<file path="config.mk">
export PLATFORM = sky130hd
export DESIGN_NAME = inst_queue
export DESIGN_NICKNAME = d
export VERILOG_FILES = /design/src/rtl/inst_queue.sv
export SDC_FILE = /design/constraint.sdc
export NUM_CORES = 1
export LEC_CHECK = 0
export ABC_AREA = 0
export ABC_CLOCK_PERIOD_IN_PS = 3670
export BUFFER_PORTS_ARGS = -buffer_cell sky130_fd_sc_hd__clkbuf_2
export CAP_MARGIN = 25
export CORE_MARGIN = 2
export CORE_UTILIZATION = 57
export DETAILED_ROUTE_END_ITERATION = 8
export GPL_ROUTABILITY_DRIVEN = 0
export PLACE_DENSITY_LB_ADDON = 0.25
export SLEW_MARGIN = 20
export SYNTH_ARGS = -nofsm -noshare
export SYNTH_HDL_FRONTEND = slang
export SYNTH_SLANG_ARGS = --single-unit
</file>
<file path="constraint.sdc">
create_clock -name clk -period 3.67 [get_ports clk]
set_input_delay 0.1835 -clock clk [delete_from_list [all_inputs] [get_ports clk]]
set_output_delay 0.1835 -clock clk [all_outputs]
set_load 0.02 [all_outputs]
</file>
<file path="src/rtl/inst_queue.sv">
// Fetch-to-decode instruction queue: a DEPTH-entry FIFO of {PC, instruction}
// pairs with flush-on-redirect and a NOP presented to decode when empty.
module inst_queue #(
    parameter int          DEPTH    = 4,
    parameter logic [31:0] NOP_INST = 32'h0000_0013
) (
    input  logic                       clk,
    input  logic                       rst,
    input  logic                       in_valid,
    output logic                       in_ready,
    input  logic [31:0]                in_pc,
    input  logic [31:0]                in_inst,
    output logic                       id_valid,
    input  logic                       id_ready,
    output logic [31:0]                id_pc,
    output logic [31:0]                id_inst,
    input  logic                       flush,
    output logic [$clog2(DEPTH):0]     count
);

    localparam int AW = $clog2(DEPTH);
    localparam int CW = AW + 1;

    logic [63:0]   mem_q [DEPTH];
    logic [AW-1:0] wptr_q, wptr_d;
    logic [AW-1:0] rptr_q, rptr_d;
    logic [CW-1:0] count_q, count_d;
    logic          push, pop;
    logic [63:0]   head;

    // Handshake: a transfer happens on an edge where valid & ready are both
    // high; ready never looks at valid, and in_ready depends only on occupancy.
    assign in_ready = (count_q != CW'(DEPTH));
    assign id_valid = (count_q != '0);
    assign push     = in_valid & in_ready;
    assign pop      = id_valid & id_ready;
    assign count    = count_q;

    assign head    = mem_q[rptr_q];
    assign id_pc   = id_valid ? head[63:32] : 32'h0;
    assign id_inst = id_valid ? head[31:0]  : NOP_INST;

    // Storage has no reset; a push dropped by flush must not land either.
    always_ff @(posedge clk) begin
        if (push && !flush) begin
            mem_q[wptr_q] <= {in_pc, in_inst};
        end
    end

    always_comb begin
        wptr_d  = wptr_q;
        rptr_d  = rptr_q;
        count_d = count_q;
        if (flush) begin
            wptr_d  = '0;
            rptr_d  = '0;
            count_d = '0;
        end else begin
            if (push) begin
                wptr_d = wptr_q + AW'(1);
            end
            if (pop) begin
                rptr_d = rptr_q + AW'(1);
            end
            case ({push, pop})
                2'b10:   count_d = count_q + CW'(1);
                2'b01:   count_d = count_q - CW'(1);
                default: count_d = count_q;
            endcase
        end
    end

    always_ff @(posedge clk or posedge rst) begin
        if (rst) begin
            wptr_q  <= '0;
            rptr_q  <= '0;
            count_q <= '0;
        end else begin
            wptr_q  <= wptr_d;
            rptr_q  <= rptr_d;
            count_q <= count_d;
        end
    end

endmodule
</file>
==> impl_summary.md <==
Die
The y dimension of the die is 137.8 µm. The floorplan step defined a die boundary enclosing 18990 µm². The initial utilization of the core area, before any placement, comes to 58.58%. The area of the core region is 17420 µm².

In this run the count of I/O pins placed on the die edge is 138. The initialized floorplan defines 48 standard-cell rows. In this run the horizontal extent of the chip is 137.8 µm.

Clock tree
No sink is reached through more buffers than the 3 on the longest clock path. The clock insertion delay at the later pin of the skew report is 0.51 ns. Clock tree synthesis inserted a total of 25 buffers.

The H-tree depth is 1. The clock sink count is 263. TritonCTS built the clock tree.

The number of buffers added for setup after CTS is 0. The root buffer cell is clkbuf_16. The clock-pin slew on the worst setup and hold paths is 0.06 ns.

STA
The highest attainable clock frequency is 0.3617 GHz. Setup repair after global routing left no endpoint under its margin. The worst path in the final design needs a cycle of 2.765 ns, including I/O delays and setup. Between clock sinks in the finished design, the worst skew comes to 0.01068 ns. The number of endpoints with negative hold slack in the final report is 0. The worst path uses 75.34% of the clock period. Setup total negative slack on the finished layout was measured at 0 ns. The worst path meets setup with 0.9050 ns of slack.

The slew at the pin with the worst max-slew slack is 0.9875 ns. The headroom to the max-slew limit is 34.16%. The final count of pins violating max slew is 0. Setup violations remaining at the end of the flow were counted as 0.

Pwr
In this run the power density over the cells is 560.1 nW/µm². VDD sags by at most 450.4 µV. Power comes to 7.056 mW. The leakage power is 4.386 nW.

Routing
The residual DRC count is 0. Once detail routing completed, the nets flagged for antenna violations numbered 0. After detailed routing, the average wire length per cell comes to 20.17 µm. The routed design has 18.68 mm of wire. The via density per instance is 5.543.

For this block, the via count after detailed routing is 5133. The initial DRC count is 252. The detailed-router iteration count before antenna repair is 4.

Logic synthesis
The Yosys step of the flow raised 0 warnings. In the synthesized netlist, the cells that appear most often are edfxtp_1 (256), and2_1 (65), mux4_2 (64). Counting every instance in the synthesized netlist gives 472. Yosys attributes the largest share of cell area to edfxtp_1 (75%), mux4_2 (14%), and2_1 (4.0%). For this run, asynchronously set or reset flops after synthesis account for 2.662%. Summed over all instances, the cell type with the most area after synthesis is edfxtp_1.

Among all flip-flop cells after synthesis, the most frequent one is edfxtp_1. The mean instance size in the synthesized netlist is 21.62 µm². For this run, the register share of the synthesized area comes to 77.06%. Counting flops with a built-in enable in the synthesized netlist gives 256. The cell area after technology mapping is 10200 µm². The net count after synthesis is 546. Measured against the total synthesized area, the mux share comes to 14.24%. The synthesized netlist devotes 0.6867% of its cell area to adder and majority cells.

The xor/xnor share of the synthesized area is 0.3433%. After synthesis, the netlist uses 32 different library cells. The flip-flop and latch count after synthesis is 263. The main combinational cell family by area after synthesis is multiplexers. The share of synthesized cell area in and, or, nand and nor gates is 5.420%. After synthesis, the largest area contributor takes up 75.34% of total cell area.

Summing the areas of all compound-gate instances in the mapped netlist gives 0.6376% of the synthesized area. edfxtp_1 is the most common cell in the netlist.

Worst hold path
The worst hold path was traced through 3 stages. The endpoint of the worst hold path is wptr_q[1]$_DFFE_PP0P_. The path class of the tightest hold or removal check is primary input to register. The startpoint identified for the worst hold timing path is in_valid.

Worst setup path
The critical path startpoint category is a register. The element type at the critical path end is an output pin. The biggest fanout along the worst timing path is 29.

The path depth of the worst reg2reg path is 4. The endpoint identified for the worst register-to-register timing path is mem_q[3][53]$_DFFE_PP_. The critical path is of the register to output pin type. The reg2reg setup slack is 1.22 ns.

Data on the critical path is required at its endpoint by 3.49 ns. The arrival time at the worst endpoint is 2.58 ns. The startpoint identified for the worst register-to-register timing path is count[0]$_DFFE_PP0P_.

Cells and area
The final cell area excluding filler cells is 12600 µm². The area growth from synthesis to layout is 23.46%. The fraction of layout cells with a size suffix above 1 is 35.77%. The count of nets after finishing is 755. Measured on the finished design, the core utilization comes to 72.33%.

Job
The tool flagged a number of max-cap violations equal to 0.

Global route
The largest net degree at the start of global routing is 66. The number of antenna violations at the first check in global routing came to 2. Across every metal layer, demand over resource in global routing totals 20.27%. The total grt overflow is 0. The via count of the first global-routing pass was 5307. The first global-routing pass estimated 28.94 mm of wire.

Placed design
The wire-length estimate of the detail-placed layout is 10.42 mm. Buffers placed on the I/O ports in this run total 137. The standard cell area after detailed placement is 11110 µm². Timing analysis after detailed placement gives a worst setup slack of 1.243 ns.

Status
The flow ran to the end, and the final reports show no timing, DRC or antenna violations.
-- worst max-delay path: stages (launching register included) --
cell and delay (ns):
dfrtp_4 0.81, buf_4 0.38, mux4_2 0.54, and2_1 0.18, clkbuf_2 0.15
-- registers in the layout, summed over array words and instances, names as in the netlist --
register,count
count,3
mem_q,256
rptr_q,2
wptr_q,2
-- final cells by class --
type	instances	area, µm²
flip-flops and latches	263	7870
fillers	1086	4820
multi-input cells	179	2186
repair buffers	208	1421
clock buffers	32	651.9
well taps	225	281.5
clock inverters	13	166.4
inverters	4	15.01
diodes	2	5.005
-- power by group --
group	switching (mW)	total [mW]	internal [mW]
Combinational	0.551	1.01	0.455
Clock	1.03	2.57	1.54
Sequential	0.0767	3.48	3.41
-- layer usage --
| metal | wire [µm] | up-vias | GRT usage [%] |
|---|---|---|---|
| met5 | 0 | - | 0 |
| met4 | 236 | 0 | 4.308 |
| met3 | 1140 | 22 | 4.010 |
| met2 | 9356 | 159 | 33.89 |
| met1 | 7948 | 2632 | 28.40 |
| li1 | - | 2320 | - |
-- worst max path at each step --
stage / start / end / slack [ns] / cells after the start
2_1_floorplan: count[0]$_DFFE_PP0P_ / mem_q[0][0]$_DFFE_PP_ / 0.47 / 5
3_3_place_gp: count[0]$_DFFE_PP0P_ / mem_q[1][60]$_DFFE_PP_ / 1.37 / 4
3_5_place_dp: count[0]$_DFFE_PP0P_ / mem_q[3][21]$_DFFE_PP_ / 1.24 / 4
4_1_cts: rptr_q[0]$_DFFE_PP0P_ / id_pc[22] / 0.81 / 4
5_1_grt: rptr_q[0]$_DFFE_PP0P_ / id_pc[22] / 0.72 / 4
6_report: rptr_q[0]$_DFFE_PP0P_ / id_pc[22] / 0.91 / 4
-- layout by cell type (no fill, tap or decap), types with 2 or more instances in the layout --
cell,n
xor2_1,2
edfxtp_1,256
clkinv_2,6
xnor2_1,2
clkbuf_1,7
clkbuf_2,137
bufinv_16,4
dfrtp_4,2
dfrtp_1,5
inv_1,3
ha_1,4
nand3_1,5
clkinv_1,2
mux4_2,64
diode_2,2
buf_4,2
and2_4,4
nor2_1,10
a21oi_1,3
or2_1,3
nand2_1,6
o21ai_0,2
and2_1,61
dlygate4sd3_1,66
clkbuf_16,25
buf_12,3
-- cells by family after synthesis --
kind of cell,after synthesis
buf+inv,30
flops,263
simple gates,95
compound gates,10
mux,65
xor+xnor,4
fa+ha+maj,5
-- repair_timing --
action / 4_1_cts / 5_1_grt
hold endpoints to repair: 270 / 0
resized for setup: 0 / 0
hold buffers: 66 / 0
-- per-stage QoR --
step                hold slack, ns  std cells
floorplan                 -0.01310        472
global placement            0.1124        813
detailed placement          0.1194        813
CTS                        0.04388        924
global route               0.09586        926
finish                     0.06920        926
Power figures use the tool's default switching activity.
